**config.mk**
```make
export PLATFORM = sky130hd
export DESIGN_NAME = lsu_align_unit
export DESIGN_NICKNAME = d
export VERILOG_FILES = /design/src/rtl/lsu_align_unit.sv
export SDC_FILE = /design/constraint.sdc
export NUM_CORES = 1
export LEC_CHECK = 0
export ABC_AREA = 1
export BUFFER_PORTS_ARGS = -buffer_cell sky130_fd_sc_hd__buf_2
export CAP_MARGIN = 20
export CORE_ASPECT_RATIO = 0.8
export CORE_UTILIZATION = 55
export DETAILED_ROUTE_END_ITERATION = 8
export GPL_TIMING_DRIVEN = 0
export PLACE_DENSITY = 0.84
export SYNTH_ARGS = -nofsm -noshare
export SYNTH_HDL_FRONTEND = slang
export SYNTH_SLANG_ARGS = --single-unit
```
**constraint.sdc**
```tcl
create_clock -name clk -period 2.5 [get_ports clk]
set_input_delay 0.125 -clock clk [delete_from_list [all_inputs] [get_ports clk]]
set_output_delay 0.125 -clock clk [all_outputs]
set_load 0.02 [all_outputs]
```
**src/rtl/lsu_align_unit.sv**
```systemverilog
// lsu_align_unit: load/store alignment unit between the MEM stage and the data bus.
// Accepts one access at a time, lane-shifts store data and byte enables, splits
// accesses that cross a bus word into two beats, and extends load data.
//
// Ports:
//   clk, rst              clock, asynchronous active-low reset
//   req_valid/req_ready   access handshake from the pipeline
//   req_store, req_fun3   access kind and RISC-V funct3 width/sign encoding
//   req_addr, req_wdata   byte address, LSB-aligned store data
//   stall                 busy indication back to the pipeline
//   rsp_valid/rdata/err   one-cycle completion pulse with held result
//   mem_*                 data-memory bus (req held until ack)
module lsu_align_unit #(
    parameter int XLEN           = 32,
    parameter int ADDR_W         = 32,
    parameter bit ALLOW_MISALIGN = 1'b1
) (
    input  logic              clk,
    input  logic              rst,
    input  logic              req_valid,
    output logic              req_ready,
    input  logic              req_store,
    input  logic [2:0]        req_fun3,
    input  logic [ADDR_W-1:0] req_addr,
    input  logic [XLEN-1:0]   req_wdata,
    output logic              stall,
    output logic              rsp_valid,
    output logic [XLEN-1:0]   rsp_rdata,
    output logic              rsp_err,
    output logic              mem_req,
    output logic              mem_we,
    output logic [ADDR_W-1:0] mem_addr,
    output logic [XLEN/8-1:0] mem_mask,
    output logic [XLEN-1:0]   mem_wdata,
    input  logic              mem_ack,
    input  logic [XLEN-1:0]   mem_rdata
);

    localparam int NB = XLEN / 8;
    localparam int OW = $clog2(NB);

    typedef enum logic [1:0] {StIdle, StAcc0, StAcc1, StResp} state_e;

    state_e            state_q, state_d;
    logic [ADDR_W-1:0] base_q;
    logic [OW-1:0]     off_q;
    logic [3:0]        size_q;
    logic              split_q;
    logic              store_q;
    logic              sign_ext_q;
    logic [XLEN-1:0]   wdata_q;
    logic [XLEN-1:0]   lo_q;
    logic [XLEN-1:0]   rdata_q;
    logic              err_q;

    // Request decode, only meaningful while idle
    logic [3:0]    req_size;
    logic [OW-1:0] req_off;
    logic          req_split;
    logic          req_illegal;
    logic          req_reject;
    logic          accept;

    always_comb begin
        unique case (req_fun3[1:0])
            2'b00:   req_size = 4'd1;
            2'b01:   req_size = 4'd2;
            2'b10:   req_size = 4'd4;
            default: req_size = 4'd8;
        endcase
        req_off     = req_addr[OW-1:0];
        req_split   = (int'(req_off) + int'(req_size)) > NB;
        req_illegal = (req_fun3 == 3'b111)
                    || ((XLEN == 32) && ((req_fun3 == 3'b011) || (req_fun3 == 3'b110)))
                    || (req_store && req_fun3[2]);
        req_reject  = req_illegal || (req_split && !ALLOW_MISALIGN);
        accept      = (state_q == StIdle) && req_valid;
    end

    // Wide (two-word) lane mask and shifted store data
    logic [2*NB-1:0]   mask_base;
    logic [2*NB-1:0]   mask_wide;
    logic [2*XLEN-1:0] data_wide;

    always_comb begin
        mask_base = '0;
        for (int i = 0; i < NB; i++) begin
            mask_base[i] = (i < int'(size_q));
        end
        mask_wide = mask_base << off_q;
        data_wide = {{XLEN{1'b0}}, wdata_q} << {off_q, 3'b000};
    end

    // Load result: the beat completing the access supplies the missing word
    logic [XLEN-1:0] rd_lo, rd_hi, r_low, load_res;
    logic            sign_bit;

    always_comb begin
        rd_lo = mem_rdata;
        rd_hi = '0;
        if (state_q == StAcc1) begin
            rd_lo = lo_q;
            rd_hi = mem_rdata;
        end
        r_low = XLEN'({rd_hi, rd_lo} >> {off_q, 3'b000});
        sign_bit = 1'b0;
        for (int i = 0; i < NB; i++) begin
            if (int'(size_q) == i + 1) sign_bit = r_low[8*i+7];
        end
        load_res = '0;
        for (int i = 0; i < XLEN; i++) begin
            load_res[i] = (i < 8 * int'(size_q)) ? r_low[i] : (sign_ext_q & sign_bit);
        end
    end

    // Next state
    always_comb begin
        state_d = state_q;
        unique case (state_q)
            StIdle: if (req_valid) state_d = req_reject ? StResp : StAcc0;
            StAcc0: if (mem_ack) state_d = split_q ? StAcc1 : StResp;
            StAcc1: if (mem_ack) state_d = StResp;
            StResp: state_d = StIdle;
            default: state_d = StIdle;
        endcase
    end

    always_ff @(posedge clk or negedge rst) begin
        if (!rst) state_q <= StIdle;
        else      state_q <= state_d;
    end

    // Access context and response registers
    always_ff @(posedge clk or negedge rst) begin
        if (!rst) begin
            base_q     <= '0;
            off_q      <= '0;
            size_q     <= '0;
            split_q    <= 1'b0;
            store_q    <= 1'b0;
            sign_ext_q <= 1'b0;
            wdata_q    <= '0;
            lo_q       <= '0;
            rdata_q    <= '0;
            err_q      <= 1'b0;
        end else begin
            if (accept) begin
                base_q     <= {req_addr[ADDR_W-1:OW], {OW{1'b0}}};
                off_q      <= req_off;
                size_q     <= req_size;
                split_q    <= req_split;
                store_q    <= req_store;
                sign_ext_q <= !req_fun3[2];
                wdata_q    <= req_wdata;
                if (req_reject) begin
                    rdata_q <= '0;
                    err_q   <= 1'b1;
                end
            end
            if ((state_q == StAcc0) && mem_ack) lo_q <= mem_rdata;
            if (((state_q == StAcc0) && mem_ack && !split_q)
                || ((state_q == StAcc1) && mem_ack)) begin
                rdata_q <= store_q ? '0 : load_res;
                err_q   <= 1'b0;
            end
        end
    end

    // Bus and handshake outputs decode only from registered state, so they are
    // stable while waiting for ack and drop as soon as reset asserts.
    always_comb begin
        mem_req   = 1'b0;
        mem_we    = 1'b0;
        mem_addr  = '0;
        mem_mask  = '0;
        mem_wdata = '0;
        unique case (state_q)
            StAcc0: begin
                mem_req   = 1'b1;
                mem_we    = store_q;
                mem_addr  = base_q;
                mem_mask  = mask_wide[NB-1:0];
                mem_wdata = data_wide[XLEN-1:0];
            end
            StAcc1: begin
                mem_req   = 1'b1;
                mem_we    = store_q;
                mem_addr  = base_q + ADDR_W'(NB);
                mem_mask  = mask_wide[2*NB-1:NB];
                mem_wdata = data_wide[2*XLEN-1:XLEN];
            end
            default: ;
        endcase
    end

    assign req_ready = (state_q == StIdle);
    assign stall     = !req_ready;
    assign rsp_valid = (state_q == StResp);
    assign rsp_rdata = rdata_q;
    assign rsp_err   = err_q;

endmodule

```
==> results of run 1 <==
[metal layers]
metal,up-vias,wire length (um),track usage [%]
met5,-,0,0
met4,0,779,11.8
met3,76,4640,10.6
met2,873,15400,63.3
met1,5052,14900,59.9
li1,4986,-,-
[cell usage in the layout (no fill, tap or decap), types with 8 or more instances in the layout]
cell type      instances
a21oi_1               61
dlygate4sd3_1         76
o21ai_0              180
nand3_1               34
buf_6                  8
a31oi_1               11
clkbuf_16             17
o211ai_1              10
nand2_2                8
dfrtp_1              136
clkbuf_1              24
buf_4                 23
nand2_1              495
inv_1                109
nor2_1                55
nand4_1               15
nand2_4                9
o22ai_1               15
buf_2                221
o21ai_1               19
nor2_4                 8
inv_2                 13
[cells by family (layout without fill, tap and decap cells)]
| logic type | after synthesis | count (layout) | synth area share (%) |
|---|---|---|---|
| multiplexers | 7 | 7 | 0.844 |
| AO/OA/AOI/OAI | 328 | 328 | 19.9 |
| other | 1 | 2 | 0.0414 |
| AND/OR/NAND/NOR | 653 | 653 | 30.6 |
| buffers and inverters | 199 | 523 | 9.15 |
| flip-flops | 138 | 138 | 38.2 |
| adder cells (fa/ha/maj) | 9 | 9 | 1.33 |
[sequential cells by signal, indices dropped and copies added, names as in the netlist]
register    count
off_q           2
store_q         1
sign_ext_q      1
split_q         1
state_q         2
size_q          4
base_q         30
lo_q           32
rsp_rdata      32
rsp_err         1
wdata_q        32
[repair_timing]
action,CTS,global route
hold endpoints to repair,124,0
resized for setup,29,43
setup endpoints to repair,57,67
cloned,0,0
hold buffers,76,0
setup buffers,3,8
pin swaps,1,8
[where the power goes]
| group | switching (mW) | internal [mW] |
|---|---|---|
| Combinational | 6.75 | 2.94 |
| Sequential | 0.832 | 3.22 |
| Clock | 1.08 | 1.60 |
| Total | 8.66 | 7.76 |
[final cells by class]
type / count / area share, %
repair buffers: 295 / 16.0
multi-input cells: 999 / 40.6
inverters: 125 / 3.95
clock inverters: 13 / 1.40
clock buffers: 18 / 3.65
well taps: 215 / 2.24
flip-flops and latches: 138 / 28.7
plain buffers: 72 / 3.39
[worst min path at each step]
stage / startpoint / end / slack (ns)
3_5_place_dp: rst / rsp_rdata[28]$_DFFE_PN0P_ / 0.1
2_1_floorplan: rst / base_q[10]$_DFFE_PN0P_ / -0.17
4_1_cts: mem_rdata[20] / lo_q[20]$_DFFE_PN0P_ / 0.002
3_3_place_gp: req_addr[25] / base_q[25]$_DFFE_PN0P_ / 0.32
6_report: mem_rdata[20] / lo_q[20]$_DFFE_PN0P_ / 0.002
5_1_grt: mem_rdata[6] / lo_q[6]$_DFFE_PN0P_ / 0.01
[per-stage QoR]
step           instances  utilization [%]
2_1_floorplan       1336                -
3_3_place_gp        1758             65.1
3_5_place_dp        1759             65.3
4_1_cts             1867             74.5
5_1_grt             1875             75.6
6_report            1875             75.6
[critical path: cells and delay by family (launching register included)]
kind	cells	cell delay [ns]
buffers and inverters	3	0.44
adder cells (fa/ha/maj)	1	0.24
AND/OR/NAND/NOR	3	0.25
flip-flops	1	0.43
AO/OA/AOI/OAI	4	1.06
==> metrics.txt, run 1 <==
crit path time final between 2 and 2.5 ns; global-route wire length before repair about 54000 um; Mapped Cells ~1300; final setup margin between 0.01 and 0.015 ns; R2R Setup Slk ~0.012 ns; Final ANT Viol Nets 0; Setup violations, final 0; startpoint types flip-flop; die height 117 um; First-pass DRT Iterations 7; share of the synthesized area in the top cell type between 30% and 40%; Arr. time, crit path ~2.9 ns; register area share after synthesis 38.2%; Sink Count about 140; final hold violations 0; WL final between 30000 and 40000 um; share of cells above drive strength 1 between 20 and 25%; Synth area leaders dfrtp_1 38%, nand2_1 21%, o21ai_0 10%; clock latency on the worst-skew pair approximately 0.43 ns; htree depth 4; number of vias per cell between 5 and 6; dpl cell area about 10000 um^2; Yosys cell types 58; Setup crit end kind flip-flop; Place WS -0.0695 ns; Yosys reg bits 138; Rows between 40 and 50; cts bufs inserted 17; finished layout cell area roughly 12000 um^2; leakage 6.23 nW; CP Class reg -> reg; capture point of the worst path rsp_rdata[16]$_DFFE_PN0P_; status finished clean; crit-path max FO 10; Slowest-stage cell, CP o21ai_0; syn avg cell area about 6.8 um^2; CTS tree yes; RR Startpoint state_q[0]$_DFFE_PN0P_; fillers around 1200; Multi-input gate area a little under 5000 um^2; worst-path cell chain inv_2 > ha_1 > buf_4 > buf_2 > o21ai_0 > nand2_1 > o21ai_0 > o21ai_0 > a21oi_1 > nand2_1 > nand2_1; Area Overhead vs Synth 33.0%; post-route setup TNS 0 ns; Hold Slack between 0.0015 and 0.002 ns; most frequent cell after synthesis nand2_1; Final Wtd Congestion about 0.95; Slew headroom about 54%; Primary FF master, synth dfrtp_1; CTS root buffer clkbuf_16; vias in the first global route 9896; GRT Total Usage about two fifths; Slew Viols, Final 0; Synth Cell Area approximately 9000 um^2; aggregate global routing overflow 0; EDFF count, synth 0; Synth Warn # 0; top cells by count, synth 499 x nand2_1, 184 x o21ai_0, 138 x dfrtp_1, 113 x inv_1, 64 x a21oi_1; Pwr Density about 1400 nW/um^2; # nets final approximately 1800; Worst Hold Depth 3; Sequential Area approximately 3500 um^2; Final period util between 90% and 100%; Iteration-0 DRC Markers about 1600; total number of vias about 11000; Async S/R FF share, synth 100%; Achievable Freq 402 MHz; Die Width approximately 150 um; cell taking the most area after synthesis dfrtp_1; Initial Util between 50% and 60%; deepest clock path buffer count 2; final clock skew around 0.011 ns; WL/cell 19.0 um; CORE AREA approximately 16000 um^2; worst slew pin tran about 0.69 ns; reg-to-reg endpoint rsp_rdata[16]$_DFFE_PN0P_; Crit path required time about 2.9 ns; worst min path class in -> reg; die area around 17000 um^2; largest net degree at the start of global routing 90; initial antenna violation count 0; # IOs 210; detailed-route DRC error count 0; Antenna Cells 0; Clk pin slew, worst setup/hold paths around 0.07 ns; total chip power 16.4 mW; CP max stage delay between 0.5 and 0.6 ns; port buffer count about 210; RSZ-0062 raised after global routing true; hpwl dp 24900 um; crit path launch state_q[0]$_DFFE_PN0P_; reg2reg path depth 11; max-cap viol count 0; VDD IR max 0.885 mV
(Power assumes the default switching activity.)
==> run 2: changes to the inputs <==
--- a/config.mk
+++ b/config.mk
@@ -9,10 +9,10 @@
 export BUFFER_PORTS_ARGS = -buffer_cell sky130_fd_sc_hd__buf_2
 export CAP_MARGIN = 20
 export CORE_ASPECT_RATIO = 0.8
-export CORE_UTILIZATION = 55
+export CORE_UTILIZATION = 59
 export DETAILED_ROUTE_END_ITERATION = 8
 export GPL_TIMING_DRIVEN = 0
-export PLACE_DENSITY = 0.84
+export PLACE_DENSITY = 0.89
 export SYNTH_ARGS = -nofsm -noshare
 export SYNTH_HDL_FRONTEND = slang
 export SYNTH_SLANG_ARGS = --single-unit
==> constraint.sdc (replaced) <==
create_clock -name clk -period 2.96 [get_ports clk]
set_input_delay 0.148 -clock clk [delete_from_list [all_inputs] [get_ports clk]]
set_output_delay 0.148 -clock clk [all_outputs]
set_load 0.02 [all_outputs]
==> metrics.txt, run 2 (synthesized netlist as in run 1, its figures left out) <==
status finished clean; met3 Use GR between 10% and 20%; Crit path required time 2.81 ns; GR Util met2 64.3%; htree depth 4; die height ~110 um; fillers 1132; final clock skew around 0.0073 ns; hpwl dp 23600 um; Area Overhead vs Synth 28.6%; Achievable Freq about 350 MHz; deepest clock path buffer count 2; Final Util 77.5%; cts bufs inserted 17; CTS root buffer clkbuf_16; Pwr Density ~1100 nW/um^2; CTS tree yes; Slew Viols, Final 0; share of cells above drive strength 1 approximately a fifth; vias in the first global route 10375; Sink Count around 140; CP Class reg -> out; GR Util met1 between 60% and 70%; worst-path cell chain inv_1 > ha_1 > buf_4 > nand2_1 > inv_2 > clkbuf_4 > nand3_1 > a31oi_1 > buf_2; Setup violations, final 0; max-cap viol count 0; final hold violations 0; RSZ-0062 raised after global routing false; worst min path class in -> reg; Setup crit end kind primary output; crit-path max FO 10; First-pass DRT Iterations 8; # nets final 1746; Slew headroom around 50%; die area approximately 16000 um^2; Arr. time, crit path 2.73 ns; port buffer count just over 200; Initial Util around 60%; CP max stage delay roughly 0.41 ns; aggregate global routing overflow 0; VDD IR max a little over 0.7 mV; total number of vias between 10000 and 15000; Rows 40; Die Width roughly 140 um; leakage between 6 and 7 nW; global-route wire length before repair about 54000 um; Slowest-stage cell, CP dfrtp_1; Hold Slack 0.0101 ns; GRT Total Usage between 40% and 50%; Final Wtd Congestion roughly 1; WL/cell between 15 and 20 um; crit path time final 2.88 ns; number of vias per cell just over 6; clock latency on the worst-skew pair between 0.4 and 0.5 ns; initial antenna violation count 0; worst slew pin tran between 0.7 and 0.8 ns; Antenna Cells 0; Clk pin slew, worst setup/hold paths approximately 0.060 ns; commonest non-fill, non-tap cell in the layout nand2_1; # IOs between 200 and 250; Multi-input gate area ~4800 um^2; Final period util between 90% and 100%; post-CTS setup buffers 0; Iteration-0 DRC Markers 1900; most frequent cells in the layout 499 x nand2_1, 232 x buf_2, 184 x o21ai_0; startpoint types flip-flop; detailed-route DRC error count 0; Sequential Area around 3500 um^2; largest net degree at the start of global routing 80; busiest grt layer met2; Final ANT Viol Nets 0; CORE AREA roughly 15000 um^2; WL final 34300 um
run 2: critical path, delay by kind of cell (launching register included):
kind | cells | cell delay (ns)
simple gates | 2 | 0.33
fa+ha+maj | 1 | 0.28
flops | 1 | 0.41
buf+inv | 5 | 1.00
compound gates | 1 | 0.28
run 2: worst paths after layout:
kind | startpoint | to | slack [ns] | cells past startpoint
worst min register to register | rsp_rdata[11]$_DFFE_PN0P_ | rsp_rdata[11]$_DFFE_PN0P_ | 0.48 | 2
worst max-delay path | state_q[0]$_DFFE_PN0P_ | mem_wdata[21] | 0.08 | 9
min in group asynchronous | rst | rsp_rdata[28]$_DFFE_PN0P_ | 0.34 | 2
max in group asynchronous | rst | base_q[8]$_DFFE_PN0P_ | 1.84 | 3
worst min-delay path | mem_rdata[30] | lo_q[30]$_DFFE_PN0P_ | 0.01 | 3
worst max register to register | state_q[0]$_DFFE_PN0P_ | rsp_rdata[20]$_DFFE_PN0P_ | 0.47 | 10
run 2: cell type report:
type	count	area share, %
Tap cell	189	2.03
Inverter	125	4.05
Clock buffer	19	3.81
Clock inverter	13	1.03
Multi-Input combinational cell	999	41.0
Buffer	74	3.15
Sequential cell	138	29.7
Timing Repair Buffer	278	15.2
run 2: power breakdown:
group          switching [mW]  internal (mW)
sequential              0.679           2.72
clock                   0.903           1.18
combinational            5.53           2.25
total                    7.11           6.15
run 2: metrics by stage:
step | power (mW) | setup WS (ns) | std cells | cell area (um^2) | TNS, ns
2_1_floorplan | 8.20 | 0.882 | 1336 | 9050 | 0
3_3_place_gp | 10.4 | -0.186 | 1732 | 10300 | -24.39
3_5_place_dp | 10.6 | 0.414 | 1733 | 10400 | 0
4_1_cts | 12.8 | 0.0552 | 1835 | 11600 | 0
5_1_grt | 14.0 | 0.0127 | 1835 | 11600 | 0
6_report | 13.3 | 0.0801 | 1835 | 11600 | 0
run 2: layer usage:
| layer | vias to the layer above | routed length, um |
|---|---|---|
| met2 | 1007 | 14200 |
| met4 | 0 | 1490 |
| met5 | - | 0 |
| met1 | 5000 | 13400 |
| li1 | 4955 | - |
| met3 | 186 | 5210 |
run 2: repair_timing:
item | CTS | global route
endpoints found under the hold margin | 147 | 0
setup endpoints to repair | 2 | 34
resized for setup | 2 | 12
hold buffers | 70 | 0
